[config.mk]
export PLATFORM = sky130hd
export DESIGN_NAME = whack_button_conditioner_flat
export DESIGN_NICKNAME = d
export VERILOG_FILES = /design/src/rtl/whack_button_conditioner_if.sv /design/src/rtl/whack_button_conditioner.sv /design/src/flat_wrapper.sv
export SDC_FILE = /design/constraint.sdc
export NUM_CORES = 1
export LEC_CHECK = 0
export ABC_CLOCK_PERIOD_IN_PS = 13600
export BUFFER_PORTS_ARGS = -buffer_cell sky130_fd_sc_hd__buf_2
export CAP_MARGIN = 20
export CORE_MARGIN = 10
export CORE_UTILIZATION = 45
export CTS_CLUSTER_DIAMETER = 200
export CTS_CLUSTER_SIZE = 40
export DETAILED_ROUTE_END_ITERATION = 8
export PLACE_DENSITY = 0.68
export SYNTH_ARGS = -nofsm -noshare
export SYNTH_HDL_FRONTEND = slang
export SYNTH_SLANG_ARGS = --single-unit
[constraint.sdc]
create_clock -name clk -period 13.6 [get_ports clk]
set_input_delay 2.72 -clock clk [delete_from_list [all_inputs] [get_ports clk]]
set_output_delay 2.72 -clock clk [all_outputs]
set_load 0.01 [all_outputs]
[src/rtl/whack_button_conditioner_if.sv]
// Hit-event handshake between the button conditioner (master) and the game core (slave).
interface whack_button_conditioner_if #(
   parameter int N_BTN = 8
) ();
   localparam int IW = (N_BTN > 1) ? $clog2(N_BTN) : 1;

   logic          press_valid;
   logic [IW-1:0] press_idx;
   logic          press_ready;

   modport master (
      output press_valid,
      output press_idx,
      input  press_ready
   );

   modport slave (
      input  press_valid,
      input  press_idx,
      output press_ready
   );
endinterface

[src/rtl/whack_button_conditioner.sv]
// Button front end for the whack-a-mole core: synchronise, debounce and queue
// one hit event per debounced press, handed out lowest index first.
//
// state   | meaning
// --------+------------------------------------------------------------
// S_IDLE  | nothing presented; load lowest pending index when any is set
// S_OFFER | press_valid=1, press_idx held until the core takes it
module whack_button_conditioner #(
   parameter int N_BTN     = 8,
   parameter int DB_CYCLES = 16
) (
   input  logic                            clk,
   input  logic                            rst_n,
   input  logic [N_BTN-1:0]                btn_raw,
   input  logic                            arm,
   output logic [N_BTN-1:0]                btn_level,
   whack_button_conditioner_if.master      press,
   output logic [7:0]                      drop_cnt
);
   localparam int IW = (N_BTN > 1) ? $clog2(N_BTN) : 1;
   localparam int CW = $clog2(DB_CYCLES);
   localparam int PW = $clog2(N_BTN + 1);
   localparam logic [CW-1:0] CNT_TC = CW'(DB_CYCLES - 1);

   localparam logic [0:0] S_IDLE  = 1'b0;
   localparam logic [0:0] S_OFFER = 1'b1;

   logic [N_BTN-1:0] sync_a;
   logic [N_BTN-1:0] sync_b;
   logic [1:0]       fill;
   logic [N_BTN-1:0] live;
   logic [CW-1:0]    cnt   [N_BTN];
   logic [CW-1:0]    cnt_d [N_BTN];
   logic [N_BTN-1:0] level_d;
   logic [N_BTN-1:0] rise;
   logic [N_BTN-1:0] pending;
   logic [N_BTN-1:0] pending_d;
   logic [N_BTN-1:0] pop_mask;
   logic [N_BTN-1:0] remain;
   logic [N_BTN-1:0] dropped;
   logic [PW-1:0]    n_drop;
   logic [8:0]       drop_sum;
   logic [7:0]       drop_d;
   logic [0:0]       state;
   logic [0:0]       state_d;
   logic [IW-1:0]    idx_q;
   logic [IW-1:0]    idx_d;

   function automatic logic [IW-1:0] lowest(input logic [N_BTN-1:0] v);
      lowest = '0;
      for (int i = N_BTN - 1; i >= 0; i--) begin
         if (v[i]) lowest = IW'(i);
      end
   endfunction

   function automatic logic [PW-1:0] ones(input logic [N_BTN-1:0] v);
      ones = '0;
      for (int i = 0; i < N_BTN; i++) begin
         ones = ones + PW'(v[i]);
      end
   endfunction

   // Two-flop synchroniser; fill marks when sync_b carries real pad samples.
   always_ff @(posedge clk or negedge rst_n) begin
      if (!rst_n) begin
         sync_a <= '0;
         sync_b <= '0;
         fill   <= '0;
      end else begin
         sync_a <= btn_raw;
         sync_b <= sync_a;
         fill   <= {fill[0], 1'b1};
      end
   end

   // A channel only produces events once it has been seen released after
   // reset, so a button held through reset stays silent until re-pressed.
   always_ff @(posedge clk or negedge rst_n) begin
      if (!rst_n) begin
         live <= '0;
      end else begin
         live <= live | ({N_BTN{fill[1]}} & ~sync_b);
      end
   end

   always_comb begin
      level_d = btn_level;
      for (int i = 0; i < N_BTN; i++) begin
         cnt_d[i] = cnt[i];
         if (sync_b[i] == btn_level[i]) begin
            cnt_d[i] = '0;
         end else if (cnt[i] == CNT_TC) begin
            level_d[i] = sync_b[i];
            cnt_d[i]   = '0;
         end else begin
            cnt_d[i] = cnt[i] + CW'(1);
         end
      end
   end

   always_ff @(posedge clk or negedge rst_n) begin
      if (!rst_n) begin
         btn_level <= '0;
         for (int i = 0; i < N_BTN; i++) cnt[i] <= '0;
      end else begin
         btn_level <= level_d;
         for (int i = 0; i < N_BTN; i++) cnt[i] <= cnt_d[i];
      end
   end

   // A press landing on a bit that is still pending (even one being popped
   // this cycle) is lost and counted.
   always_comb begin
      rise      = level_d & ~btn_level & live & {N_BTN{arm}};
      pop_mask  = (state == S_OFFER && press.press_ready) ? (N_BTN'(1) << idx_q) : '0;
      remain    = pending & ~pop_mask;
      dropped   = rise & pending;
      n_drop    = ones(dropped);
      drop_sum  = {1'b0, drop_cnt} + 9'(n_drop);
      drop_d    = drop_sum[8] ? 8'hFF : drop_sum[7:0];
      pending_d = arm ? (remain | (rise & ~pending)) : '0;
   end

   always_comb begin
      state_d = state;
      idx_d   = idx_q;
      if (!arm) begin
         state_d = S_IDLE;
      end else begin
         case (state)
            S_IDLE: begin
               if (pending != '0) begin
                  state_d = S_OFFER;
                  idx_d   = lowest(pending);
               end
            end
            S_OFFER: begin
               if (press.press_ready) begin
                  if (remain != '0) idx_d = lowest(remain);
                  else              state_d = S_IDLE;
               end
            end
            default: state_d = S_IDLE;
         endcase
      end
   end

   always_ff @(posedge clk or negedge rst_n) begin
      if (!rst_n) begin
         pending  <= '0;
         state    <= S_IDLE;
         idx_q    <= '0;
         drop_cnt <= '0;
      end else begin
         pending  <= pending_d;
         state    <= state_d;
         idx_q    <= idx_d;
         drop_cnt <= drop_d;
      end
   end

   assign press.press_valid = (state == S_OFFER);
   assign press.press_idx   = idx_q;
endmodule

[src/flat_wrapper.sv]
// flat-port wrapper written by rule: the top's interface ports become plain ports
module whack_button_conditioner_flat 
#(
   parameter int N_BTN     = 8,
   parameter int DB_CYCLES = 16
)
  (clk, rst_n, btn_raw, arm, btn_level, drop_cnt, press_press_valid, press_press_idx, press_press_ready);
  whack_button_conditioner_if #(.N_BTN(N_BTN)) press_i ();
  input  logic clk;
  input  logic rst_n;
  input  logic [N_BTN-1:0] btn_raw;
  input  logic arm;
  output logic [N_BTN-1:0] btn_level;
  output logic [7:0] drop_cnt;
  output wire logic [$bits(press_i.press_valid)-1:0] press_press_valid;
  output wire logic [$bits(press_i.press_idx)-1:0] press_press_idx;
  input wire logic [$bits(press_i.press_ready)-1:0] press_press_ready;
  assign press_press_valid = press_i.press_valid;
  assign press_press_idx = press_i.press_idx;
  assign press_i.press_ready = press_press_ready;
  whack_button_conditioner #(.N_BTN(N_BTN), .DB_CYCLES(DB_CYCLES)) u_core (.clk(clk), .rst_n(rst_n), .btn_raw(btn_raw), .arm(arm), .btn_level(btn_level), .press(press_i), .drop_cnt(drop_cnt));
endmodule
# ---- Word-level counts from Yosys, hierarchy flattened
# Cells that the tools add are included.
dict set report classes {
  n_addsub 16
  n_eq_ne 19
  n_shift 1
  mux 60
  n_bitwise 14
  reduce_logical 4
}
# operator n
set op_table {}
lappend op_table {{$mux 4} 16}
lappend op_table {{$mux 3} 19}
lappend op_table {{$and 8x8->8} 7}
lappend op_table {{$add 4x1->4 const B} 8}
lappend op_table {{$eq 4x4->1 const B} 8}
lappend op_table {{$not 8->8} 4}
lappend op_table {{$add 4x1->4} 6}
lappend op_table {{$mux 8} 3}
lappend op_table {{$mux 1} 20}
lappend op_table {{$or 8x8->8} 2}
lappend op_table {{$reduce_bool 8->1} 2}
lappend op_table {{$add 8x4->9} 1}
lappend op_table {{$eq 1x1->1} 8}
lappend op_table {{$shl 1x3->8 const A} 1}
lappend op_table {{$pmux 3 s2} 1}
lappend op_table {{$ne 2x2->1 const B} 2}
lappend op_table {{$reduce_and 4->1} 1}
lappend op_table {{$add 1x1->2} 1}
lappend op_table {{$ne 2x1->1 const B} 1}
lappend op_table {{$pmux 1 s2} 1}
lappend op_table {{$logic_and 1x1->1} 1}
lappend op_table {{$not 1->1} 1}
dict set report totals {
  ff_bits 86
  output_inout_bits 20
  wordCells 131
}

# ---- Depth between registers and ports, before layout
dict set report depth {
  ltp_word 16
  ltp_mapped 19
  mapped_depth_nobuf 19
}

# ---- Least setup slack after synthesis
# Ideal clock, no wire load.
dict set report synth_timing {
  kind {input-to-reg}
  from {input port arm}
  to {register u_core.drop_cnt[2]}
  setup_time_ns 0.083
  t_arrival_ns 6.495
  slack_ns 7.022
  stages 17
  n_path_buf 1
  path_cell_list {clkbuf_1 nand2_1 nor4_1 ha_1 inv_1 fa_1 fa_1 inv_1 fa_1 inv_1 fa_1 fa_1 nor2b_1 o21ai_0 nand2b_1 nand3_1 o21ai_0}
}
dict set report synth_via {
  elab_chain_cells 11
}
# item line_no
set synth_rtl {}
lappend synth_rtl {{start: declaration} flat_wrapper.sv:12} ;# input logic arm;
lappend synth_rtl {{$and 8x8->8 (*)} whack_button_conditioner.sv:114} ;# rise = level_d & ~btn_level & live & {N_BTN{arm}};
lappend synth_rtl {{$and 8x8->8 (*)} whack_button_conditioner.sv:117} ;# dropped = rise & pending;
lappend synth_rtl {{$add 1x1->2} whack_button_conditioner.sv:59} ;# ones = ones + PW'(v[i]);
lappend synth_rtl {{$add 4x1->4 (5 in series)} whack_button_conditioner.sv:59}
lappend synth_rtl {{$add 4x1->4 (*)} whack_button_conditioner.sv:59}
lappend synth_rtl {{$add 8x4->9 (*)} whack_button_conditioner.sv:119} ;# drop_sum = {1'b0, drop_cnt} + 9'(n_drop);
lappend synth_rtl {{$mux 8 (*)} whack_button_conditioner.sv:120} ;# drop_d = drop_sum[8] ? 8'hFF : drop_sum[7:0];
lappend synth_rtl {{net u_core.drop_d[2]} whack_button_conditioner.sv:43} ;# logic [7:0] drop_d;
lappend synth_rtl {{end signal: assignment} whack_button_conditioner.sv:158} ;# drop_cnt <= drop_d;
lappend synth_rtl {{end: declaration} whack_button_conditioner.sv:18} ;# output logic [7:0] drop_cnt
# The timed path passes the listed nets; every way through them passes the cells marked *.
# A chain may end at the register's enable or synchronous reset.

# ---- Final worst setup path
# Same ends and word-level chain as after synthesis.

==> results.sh <==
export IMPL_yosysWarnings=0
export IMPL_critPathBufInv=4
export IMPL_drc=0
export IMPL_first_iter_violations=135
export IMPL_drt_pass1_iterations=4
export IMPL_layout_drive_gt1_share=0.152
export IMPL_area_delta_synth_final_pct=12.8
export IMPL_path_cells="buf_2, nand2_1, nor4_1, ha_1, inv_1, fa_1, fa_1, inv_1, fa_1, inv_1, fa_1, fa_1, nor2b_1, o21ai_0, nand2b_1, nand3_1, o21ai_0"
export IMPL_critical_path_top_delay_family="adder cells"
export IMPL_crit_path_start_kind="input pin"
export IMPL_min_path_type="reg2reg"
export IMPL_grt_pass1_vias=2652
export IMPL_cpPeakStageDelay_ns=0.55
export IMPL_rsz0062_at_grt="false"
export IMPL_slew_limit_headroom=0.620
export IMPL_synth_seq_area_share=0.546
export IMPL_tightest_slew_ns=0.566
export IMPL_drv_cap=0
export IMPL_vias_per_cell=5.34
export IMPL_crit_fanout=10
export IMPL_synth_main_ff_cell="dfrtp_1"
export IMPL_cts_hold_buffers=0
export IMPL_cts_max_path_buffers=2
export IMPL_htreeDepth=3
export IMPL_synth_edf_count=0
export IMPL_nNetsFinal=423
export IMPL_dpl_cell_area_um2=4220
export IMPL_synthArstFlopShare=1.00
export IMPL_netlist_area_um2=3950
export IMPL_std_cell_rows=34
export IMPL_arrival_ns=6.69
export IMPL_cts_setup_buffers=0
export IMPL_hold_violations=0
export IMPL_max_freq_ghz=0.155
export IMPL_grt_pass1_wl_um=12300
export IMPL_die_w_um=114
export IMPL_syn_num_nets=385
export IMPL_die_area_um2=12900
export IMPL_drtAntennaViolNets=0
export IMPL_min_period_ns=6.44
export IMPL_dp_hpwl_um=5240
export IMPL_outcome="finished clean"
export IMPL_insertion_delay_ns=0.35
export IMPL_critical_path_class="in2reg"
export IMPL_die_h_um=114
export IMPL_drv_slew=0
export IMPL_final_area_um2=4450
export IMPL_io_buffers=31
export IMPL_grt_overflow=0
export IMPL_ys_ff_latch=86
export IMPL_power_leakage_nw=2.06
export IMPL_diodes=0
export IMPL_grt_total_usage=0.116
export IMPL_skew_ns=0.0131
export IMPL_clock_sinks=86
export IMPL_setup_tns_ns=0
export IMPL_cts_buffers=9
export IMPL_cts_resized=0
export IMPL_slowest_stage="fa_1"
export IMPL_clock_root_buffer="clkbuf_8"
export IMPL_hold_worst_slack_ns=0.344
export IMPL_start_util=0.457
export IMPL_wl_um=7100
export IMPL_synthCells=353
export IMPL_crit_top_cell="fa_1"
export IMPL_avgSynthCellArea_um2=11.2
export IMPL_critPathRequiredTime_ns=13.86
export IMPL_fin_crit_sh=0.473
export IMPL_num_vias=2693
export IMPL_power_density_nw_per_um2=117
export IMPL_io_pins=32
export IMPL_cp_end_kind="register"
export IMPL_setup_violations_final=0
export IMPL_fin_util=0.515
export IMPL_route_detailed_wl_per_inst_um=14.1
export IMPL_path_clk_slew_ns=0.09
export IMPL_ir_worst_vdd_mv=0.0714
export IMPL_grt_start_max_net_pins=47
export IMPL_cts_tree="built"
export IMPL_antenna_found_initial=0
export IMPL_design_core_area_um2=8640
export IMPL_post_synth_num_cell_types=49
export IMPL_place_gp_congestion=0.957
[per-stage QoR]
stage / worst slack [ns] / std cells / power, mW
2_1_floorplan: 7.02 / 353 / 0.308
3_3_place_gp: 6.94 / 488 / 0.323
3_5_place_dp: 6.80 / 488 / 0.324
4_1_cts: 7.18 / 504 / 0.528
5_1_grt: 6.89 / 504 / 0.545
6_report: 7.16 / 504 / 0.519
[worst register-to-register path, delay by kind of cell, from the launching register on]
kind,cells,cell delay (ns)
AOI/OAI and AO/OA,2,0.25
adders and majority gates,7,2.71
buffers and inverters,3,0.21
DFF,1,0.40
and+or+nand+nor,6,1.15
[final cells by class]
type	count	area, um2
clock inverter	5	81.3
inverter	27	101
clock buffer	11	151
fill	801	4190
timing repair buffer	32	165
sequential	86	2150
multi-input combinational	235	1660
tap	108	135
[path summary, 6_finish.rpt]
path                                       start                  to  slack [ns]  depth (start not counted)
worst max-delay path                         arm  u_core.drop_cnt[2]        7.16                         17
worst max register to register    u_core.cnt[28]  u_core.drop_cnt[2]        8.79                         18
worst min register to register  u_core.sync_a[6]    u_core.sync_b[6]        0.34                          0
max in group asynchronous                  rst_n      u_core.live[5]       10.32                          2
min in group asynchronous                  rst_n  u_core.drop_cnt[4]        2.32                          1
worst min-delay path            u_core.sync_a[6]    u_core.sync_b[6]        0.34                          0
[layout by cell type (no fill, tap or decap), types with 3 or more instances in the layout]
| cell type | synthesis | layout |
|---|---|---|
| a31oi_1 | 5 | 5 |
| a21oi_1 | 13 | 13 |
| clkbuf_8 | 0 | 11 |
| a211oi_1 | 5 | 5 |
| o21ai_0 | 15 | 15 |
| and3_1 | 6 | 6 |
| nor2b_1 | 14 | 14 |
| nand4b_1 | 7 | 7 |
| nand2_1 | 18 | 18 |
| mux2_2 | 4 | 4 |
| xnor2_1 | 19 | 19 |
| nor3b_1 | 3 | 3 |
| nor2_1 | 29 | 29 |
| o21a_1 | 3 | 3 |
| a311oi_1 | 9 | 9 |
| inv_1 | 26 | 26 |
| dfrtp_1 | 86 | 86 |
| nand3_1 | 9 | 9 |
| nand2b_1 | 3 | 3 |
| buf_2 | 1 | 30 |
| a21o_1 | 14 | 14 |
| fa_1 | 5 | 5 |
| ha_1 | 15 | 15 |
| nor3_1 | 9 | 9 |
[where the power goes]
part / leakage, nW / switching, mW / internal (mW) / total, mW
combinational: 0.867 / 0.0188 / 0.0168 / 0.0356
clock: 0.116 / 0.0875 / 0.113 / 0.201
sequential: 1.08 / 0.0155 / 0.267 / 0.283
total: 2.06 / 0.122 / 0.398 / 0.519
[flip-flops by register name, indices dropped and copies added, names as in the netlist]
register                  count
u_core.fill                   2
u_core.press.press_idx        3
u_core.sync_a                 8
u_core.sync_b                 8
u_core.drop_cnt               8
u_core.pending                8
u_core.press.press_valid      1
u_core.live                   8
u_core.btn_level              8
u_core.cnt                   32
[per-layer routing]
metal / up-vias / wire [um] / global-route usage
met1: 1299 / 3340 / 0.150
met2: 61 / 3260 / 0.178
met5: - / 0 / 0
met4: 0 / 148 / 0.0584
met3: 11 / 358 / 0.0299
li1: 1322 / - / -
[cells in the mapped netlist (all sizes together), types with 2 or more instances]
master	count	area share
o32a	2	0.0051
and3	6	0.0095
nand3b	2	0.0038
mux2	4	0.011
o21ai	17	0.022
nand4b	7	0.016
or3	2	0.0032
a211oi	5	0.0095
a21o	14	0.027
fa	5	0.025
dfrtp	86	0.55
o21a	3	0.0057
clkbuf	3	0.0029
nor2	29	0.028
nand3	9	0.011
and4b	2	0.0060
or2	2	0.0032
a311oi	9	0.020
inv	26	0.025
nand2b	3	0.0048
ha	15	0.048
nor3	9	0.011
nor3b	3	0.0057
nor4	2	0.0048
a21oi	14	0.019
nor2b	14	0.022
or4	2	0.0038
o31ai	2	0.0038
a31oi	5	0.0079
nand2	18	0.017
xnor2	19	0.042
buf	2	0.0041
[cells by family (layout without fill, tap and decap cells)]
| logic type | Yosys count | in the layout | synth area share |
|---|---|---|---|
| other cells | 1 | 1 | 0.000951 |
| compound gates | 76 | 76 | 0.133 |
| buf+inv | 32 | 75 | 0.0327 |
| xor+xnor | 19 | 19 | 0.0422 |
| flops | 86 | 86 | 0.546 |
| fa+ha+maj | 20 | 20 | 0.0729 |
| mux | 5 | 5 | 0.0140 |
| simple gates | 114 | 114 | 0.159 |
Power figures use the tool's default switching activity.
